==> src/rtl/alu_pkg.sv <==
// Shared opcode encodings and shift helper for the baseline ALU and its variants.
package alu_pkg;

  localparam logic [3:0] OP_ADD  = 4'b0000;
  localparam logic [3:0] OP_SUB  = 4'b0001;
  localparam logic [3:0] OP_AND  = 4'b0010;
  localparam logic [3:0] OP_OR   = 4'b0011;
  localparam logic [3:0] OP_XOR  = 4'b0100;
  localparam logic [3:0] OP_SHL  = 4'b0101;
  localparam logic [3:0] OP_SHR  = 4'b0110;
  localparam logic [3:0] OP_LT   = 4'b0111;
  localparam logic [3:0] OP_EQ   = 4'b1000;
  localparam logic [3:0] OP_PASS = 4'b1001;
  localparam logic [3:0] OP_MUL  = 4'b1010;

  // Shift amounts are compared in this many bits; operands wider than this are not supported.
  localparam int unsigned SHIFT_AMT_BITS = 64;

  function automatic logic shift_saturates(input logic [SHIFT_AMT_BITS-1:0] amt,
                                           input int unsigned width);
    return amt >= SHIFT_AMT_BITS'(width);
  endfunction

endpackage

==> src/rtl/alu_core.sv <==
// Combinational ALU datapath: a, b, op -> result, zero, overflow.
// Opcode 1010 is MUL when ALU_MUL_EN is defined, otherwise an unused opcode.
module alu_core
  import alu_pkg::*;
#(
  parameter int WIDTH = 8
) (
  input  logic [WIDTH-1:0] a,
  input  logic [WIDTH-1:0] b,
  input  logic [3:0]       op,
  output logic [WIDTH-1:0] result,
  output logic             zero,
  output logic             overflow
);

  logic shift_sat;
  assign shift_sat = shift_saturates(SHIFT_AMT_BITS'(b), WIDTH);

`ifdef ALU_MUL_EN
  logic [2*WIDTH-1:0] prod;
  assign prod = {{WIDTH{1'b0}}, a} * {{WIDTH{1'b0}}, b};
`endif

  always_comb begin
    result   = '0;
    overflow = 1'b0;
    case (op)
      OP_ADD: begin
        result   = a + b;
        overflow = (a[WIDTH-1] == b[WIDTH-1]) && (result[WIDTH-1] != a[WIDTH-1]);
      end
      OP_SUB: begin
        result   = a - b;
        overflow = (a[WIDTH-1] != b[WIDTH-1]) && (result[WIDTH-1] != a[WIDTH-1]);
      end
      OP_AND:  result = a & b;
      OP_OR:   result = a | b;
      OP_XOR:  result = a ^ b;
      OP_SHL:  result = shift_sat ? '0 : (a << b);
      OP_SHR:  result = shift_sat ? '0 : (a >> b);
      OP_LT:   result = {{(WIDTH-1){1'b0}}, (a < b)};
      OP_EQ:   result = {{(WIDTH-1){1'b0}}, (a == b)};
      OP_PASS: result = a;
`ifdef ALU_MUL_EN
      OP_MUL: begin
        result   = prod[WIDTH-1:0];
        overflow = |prod[2*WIDTH-1:WIDTH];
      end
`endif
      default: begin
        result   = '0;
        overflow = 1'b0;
      end
    endcase
    zero = (result == '0);
  end

endmodule

==> src/rtl/alu_baseline.sv <==
// Registered single-stage ALU wrapping alu_core; MUL on opcode 1010 is enabled by ALU_MUL_EN.
module alu_baseline
  import alu_pkg::*;
#(
  parameter int WIDTH = 8
) (
  input  logic             clk,
  input  logic             rst,
  input  logic [WIDTH-1:0] a,
  input  logic [WIDTH-1:0] b,
  input  logic [3:0]       op,
  input  logic             valid_in,
  output logic [WIDTH-1:0] result,
  output logic             zero,
  output logic             overflow,
  output logic             valid_out
);

  logic [WIDTH-1:0] core_result;
  logic             core_zero;
  logic             core_overflow;

  alu_core #(.WIDTH(WIDTH)) u_core (
    .a        (a),
    .b        (b),
    .op       (op),
    .result   (core_result),
    .zero     (core_zero),
    .overflow (core_overflow)
  );

  // Handshake: an operation is accepted on every rising edge where valid_in=1 (no
  // backpressure); its outputs appear after that edge with valid_out=1. On edges with
  // valid_in=0 the data outputs hold and valid_out drops to 0.
  always_ff @(posedge clk or posedge rst) begin
    if (rst) begin
      result    <= '0;
      zero      <= 1'b0;
      overflow  <= 1'b0;
      valid_out <= 1'b0;
    end else begin
      valid_out <= valid_in;
      if (valid_in) begin
        result   <= core_result;
        zero     <= core_zero;
        overflow <= core_overflow;
      end
    end
  end

endmodule

==> config.mk <==
export PLATFORM = sky130hd
export DESIGN_NAME = alu_baseline
export DESIGN_NICKNAME = d
export VERILOG_FILES = /design/src/rtl/alu_pkg.sv /design/src/rtl/alu_core.sv /design/src/rtl/alu_baseline.sv
export SDC_FILE = /design/constraint.sdc
export NUM_CORES = 1
export LEC_CHECK = 0
export BUFFER_PORTS_ARGS = -buffer_cell sky130_fd_sc_hd__clkbuf_2
export CAP_MARGIN = 5
export CELL_PAD_IN_SITES_DETAIL_PLACEMENT = 0
export CELL_PAD_IN_SITES_GLOBAL_PLACEMENT = 1
export CORE_MARGIN = 3
export CORE_UTILIZATION = 39
export DETAILED_ROUTE_END_ITERATION = 8
export HOLD_SLACK_MARGIN = 0.15
export MAX_ROUTING_LAYER = met4
export PLACE_DENSITY = 0.89
export SLEW_MARGIN = 20
export SYNTH_ARGS = -nofsm -noshare
export SYNTH_HDL_FRONTEND = slang
export SYNTH_SLANG_ARGS = --single-unit
==> constraint.sdc <==
create_clock -name clk -period 0.8 [get_ports clk]
set_clock_uncertainty 0.15 [all_clocks]
set_input_delay 0.08 -clock clk [delete_from_list [all_inputs] [get_ports clk]]
set_output_delay 0.08 -clock clk [all_outputs]
set_load 0.02 [all_outputs]
# Word level (Yosys, flattened, before mapping)
# Cells that the tools add are included.
[word_totals]
ff_bits = 11
latch_bits = 0
mem_bits_rw = 0
rom_bits = 0
inputBits = 23
word_cells = 35
mem_count = 0
[classes]
n_addsub = 2
n_mul = 0
div_mod_pow = 0
n_lt_le_gt_ge = 2
eq_ne = 14
shifts = 2
muxes = 4
bitwise = 3
n_reduce_logical = 4
[op_table]
columns = ["operator", "count"]
rows = [
  ["one-hot mux 8 bit (10 select lines)", 1],
  ["== test 4 x 3 -> 1 bit, second input constant", 4],
  ["2-to-1 mux 8 bit", 2],
  ["adder 8 bit", 1],
  ["AND 8 bit", 1],
  ["== test 4 x 2 -> 1 bit, second input constant", 2],
  ["== test 4 bit, second input constant", 2],
  ["== test 8 bit", 1],
  [">= comparator 8 x 4 -> 1 bit, second input constant", 1],
  ["zero test 8 bit", 1],
  ["< comparator 8 bit", 1],
  ["bitwise OR 8 bit", 1],
  ["<< shifter 8 x 8 -> 8 bit", 1],
  [">> shifter 8 x 8 -> 8 bit", 1],
  ["subtractor 8 bit", 1],
  ["bitwise XOR 8 bit", 1],
  ["== test 4 x 1 -> 1 bit, second input constant", 1],
  ["zero test 4 bit", 1],
  ["inequality test 1 bit", 3],
  ["logical AND 1 bit", 2],
  ["one-hot mux 1 bit (2 select lines)", 1],
  ["== test 1 bit", 1],
]

# Logic depth before layout (Yosys ltp)
[depth]
depth_word = 4
depth_mapped = 12
ltp_nobuf = 11

# By module
# A second synthesis with hierarchy kept.
[hier_totals]
cells_unflattened = 278
area_unflattened_um2 = 2398.6
[by_module_without_submodules]
columns = ["mod", "n_inst", "cells_per_inst", "area_each_um2"]
rows = [
  ["alu_core", 1, 255, 1958.1],
  ["alu_baseline", 1, 23, 440.4],
]

# Least setup slack after synthesis
# No wires, ideal clock.
[synth_timing]
path_type = "in2reg"
startpoint = "input b[1]"
endpoint = "register zero"
setup_time_ns = 0.103
arrival_time_ns = 2.402
required_time_ns = 0.547
setup_slack_ns = -1.856
stages = 12
n_path_buf = 3
path_cell_list = "buf_2 > buf_2 > buf_2 > inv_1 > fa_1 > nor2b_1 > o31ai_1 > o31a_1 > o221ai_1 > a221oi_2 > nand2_1 > o41ai_2"
[synth_between]
elab_chain_len = 4
[synth_rtl]
columns = ["element", "line", "rtl"]
rows = [
  ["start: declaration", "alu_baseline.sv:10", "input logic [WIDTH-1:0] b,"],
  [">= comparator 8 x 4 -> 1 bit (tied with other cells)", "alu_pkg.sv:21", "return amt >= SHIFT_AMT_BITS'(width);"],
  ["2-to-1 mux 8 bit (on tied branches)", "alu_core.sv:40, alu_core.sv:39", ""],
  ["one-hot mux 8 bit (10 select lines) *", "alu_core.sv:27", "case (op)"],
  ["zero test 8 bit *", "alu_core.sv:55", "zero = (result == '0);"],
  ["end signal: assignment", "alu_baseline.sv:45", "zero <= core_zero;"],
  ["end: declaration", "alu_baseline.sv:14", "output logic zero,"],
]
# Mark *: on every way between the ends. The rest lies on a longest branch, timed or not.
# A chain may end at the register's enable or synchronous reset.

# Final worst setup path
[layout_timing]
startpoint = "input b[0]"
endpoint = "register zero"
# Same word-level chain as after synthesis.

==> results.txt <==
outcome = finished, violations left
failing checks = hold timing, setup timing
Max-Cap Viols = 0
Post-synth EDFFs = 0
synthesized area = 2237 µm²
Inserted Clock Buffers = 3
Synthesized Nets = 339
Hold WC Path Type = in -> async
worst slew pin tran = 0.5186 ns
Max rail drop VDD = 0.9381 mV
final wirelength = 11.79 mm
Antenna Nets Post-Route = 0
fin crit share = 2.907
sequential share of the synthesized area = 0.1230
ys flop type = dfrtp_1
Sw Ratio = 0.4155
Combinational Power Share = 0.674
Slew headroom = 0.6499
CTS Buffer Depth = 2
initial core utilization = 0.4193
diode count = 0
share of layout cells above drive strength 1 = 0.5534
first-pass GRT wire length = 15.32 mm
FP Rows = 26
largest net degree at the start of global routing = 23
CP Max Fanout = 3
Core Region = 5335 µm²
crit path cell chain = clkbuf_16 -> ha_4 -> fa_2 -> nor2b_4 -> xnor2_2 -> a222oi_1 -> nand2_1 -> a31oi_4 -> nand4_1 -> o41ai_2
Syn. warnings = 0
Internal Pwr Total = 2262 µW
Post-Syn Instances = 289
initial DRC count = 711
GP Congestion = 1.073
total gr overflow = 0
Die ar. = 6681 µm²
count of state elements after synthesis = 11
Clock Root Buffer = clkbuf_8
Netlist cell types = 65
Tot Pwr = 3870 µW
Via Count = 3426
f_max = 429.9 MHz
die height = 81.74 µm
sequential share of power = 0.175
RSZ-0062 raised after global routing = true
Total GRT Usage = 0.3066
Wirelength per Cell = 24.01 µm
hpwl dp = 6.676 mm
Clock Pin Slew Worst Setup and Hold Paths = 0.06 ns
fin crit period = 2.326 ns
fillcell total = 346
Skew-Pair Late Insertion Delay = 0.24 ns
total leakage power = 0.001783 µW
Setup CP Type = in -> reg
Slew Viols, Final = 0
ys async rst share = 1.000
Crit path arrival time = 2.31 ns
worst path required time = 0.78 ns
die width = 81.74 µm
R2R Setup Slk = -0.28 ns
Sw Pwr = 1608 µW
post-layout net count = 472
# clock sinks = 11
CP startpoint kind = primary input
Post-Route Setup TNS = -14.88 ns
CTS tree = yes
I/O Buffers = 33
post-route setup slack = -1.526 ns
drt drc = 0
clock network fraction of design power = 0.150
Via density = 6.978
CP max-delay cell = fa_2
vias in the first global route = 3083
final hold violation count = 11
IO Pins = 34
Cell Pwr Density = 969.5 nW/µm²
initial antenna violation count = 0
Critical Path Max Stage Delay = 0.37 ns
Crit. End Element = register
worst slack, placed = -1.736 ns
Hold Slack = -0.3468 ns
Syn Area/Cell = 7.741 µm²
Max H-tree Level = 1
DR pass1 iterations = 7
Syn-to-layout area delta = 78.41%
# setup viols final = 21
## synthesized netlist by cell type, drive strengths merged, types with 2 or more instances
cell type	count	area, µm²
a2111oi	2	17.52
a211oi	2	15.01
a21o	3	22.52
a21oi	15	75.07
a221o	2	20.02
a221oi	5	56.31
a22oi	3	22.52
a31oi	10	62.56
a32oi	4	35.03
and2	3	21.27
buf	16	90.08
clkbuf	8	31.28
dfrtp	11	275.3
fa	2	40.04
ha	25	312.8
inv	24	90.09
mux2	4	45.04
mux2i	6	60.06
mux4	6	135.1
nand2	20	75.07
nand2b	4	25.02
nand3	7	35.03
nand3b	2	15.01
nand4	3	18.77
nor2	26	97.59
nor2b	4	25.02
nor3	5	25.02
nor4	8	50.05
nor4b	3	26.28
nor4bb	2	20.02
o2111ai	3	26.28
o211ai	2	15.01
o21ai	17	85.08
o22ai	3	18.77
o31a	2	17.52
o31ai	2	15.01
o41ai	2	25.03
or4	2	15.01
xnor2	3	26.28
## logic make-up (layout without fill, tap and decap cells)
group	after synthesis	after routing	share of synthesized area
flops	11	11	0.1230
fa+ha+maj	27	27	0.1577
xor+xnor	4	4	0.01566
buf+inv	48	180	0.09452
mux	16	16	0.1074
simple gates	94	94	0.2176
compound gates	89	89	0.2841
## power groups by stage
| stage | logic (µW) | registers [µW] | clock network, µW |
|---|---|---|---|
| floorplan | 919 | 747 | 0 |
| global placement | 1750 | 664 | 0 |
| detailed placement | 1800 | 667 | 0 |
| CTS | 2190 | 660 | 571 |
| global route | 2700 | 681 | 605 |
| finish | 2610 | 679 | 582 |
## per-layer routing
layer  vias up  GRT usage  part of all wire
met4         0     0.1595             0.095
met5         -          -                 0
li1       1360          -                 -
met3       148    0.05921              0.12
met2       387     0.4952              0.44
met1      1531     0.3605              0.34
## stage by stage
stage	hold WS [ns]	cells	utilization	instance area, µm²
after floorplan	-0.2176	289	-	2366
after CTS	-0.3315	489	0.7036	3754
after detailed placement	-0.08049	472	0.6083	3246
after global placement	-0.09586	472	0.6083	3246
after global routing	-0.2882	491	0.7481	3991
final	-0.3468	491	0.7481	3991
## worst max-delay path, delay by kind of cell
| family | cells | cell delay, ns |
|---|---|---|
| compound gates | 3 | 0.94 |
| fa+ha+maj | 2 | 0.53 |
| simple gates | 3 | 0.49 |
| buf+inv | 1 | 0.13 |
| xor+xnor | 1 | 0.13 |
## state kept, by name, summed over array words and instances, names as in the netlist
| register | count |
|---|---|
| overflow | 1 |
| result | 8 |
| valid_out | 1 |
| zero | 1 |
## path summary, 6_finish.rpt
| check | endpoint | start | cells after the start |
|---|---|---|---|
| min reg2reg | overflow$_DFFE_PP0P_ | overflow$_DFFE_PP0P_ | 1 |
| max | zero$_DFFE_PP0P_ | b[0] | 10 |
| min | result[0]$_DFFE_PP0P_ | rst | 2 |
| min in group clk | valid_out$_DFF_PP0_ | valid_in | 2 |
| max in group asynchronous | result[7]$_DFFE_PP0P_ | rst | 2 |
| max reg2reg | result[7]$_DFFE_PP0P_ | result[7]$_DFFE_PP0P_ | 2 |
## area by class of cell
cell class                 instances  area (µm²)  area share
sequential                        11       275.3     0.06897
timing repair buffer             152        1289      0.3229
inverter                          24       107.6     0.02696
clock buffer                       4       45.04     0.01129
multi-input combinational        230        2187      0.5480
tap                               70       87.58     0.02194
## cell usage in the layout (no fill, tap or decap), types with 7 or more instances in the layout
master / Yosys / routed
buf_4: 2 / 112
nor2_1: 26 / 23
nand2_1: 20 / 19
ha_1: 25 / 15
buf_6: 1 / 15
inv_1: 24 / 14
clkbuf_2: 1 / 12
dfrtp_1: 11 / 11
o21ai_0: 16 / 10
a21oi_1: 15 / 9
ha_4: 0 / 9
a31oi_1: 10 / 8
clkbuf_8: 0 / 8
inv_4: 0 / 7
## timing repair
action | CTS | global route
gates resized for setup | 75 | 66
pin swaps | 23 | 25
endpoints found under the hold margin | 12 | 12
cloned | 0 | 0
setup endpoints to repair | 21 | 21
setup buffers | 14 | 7
(Power assumes the default switching activity.)
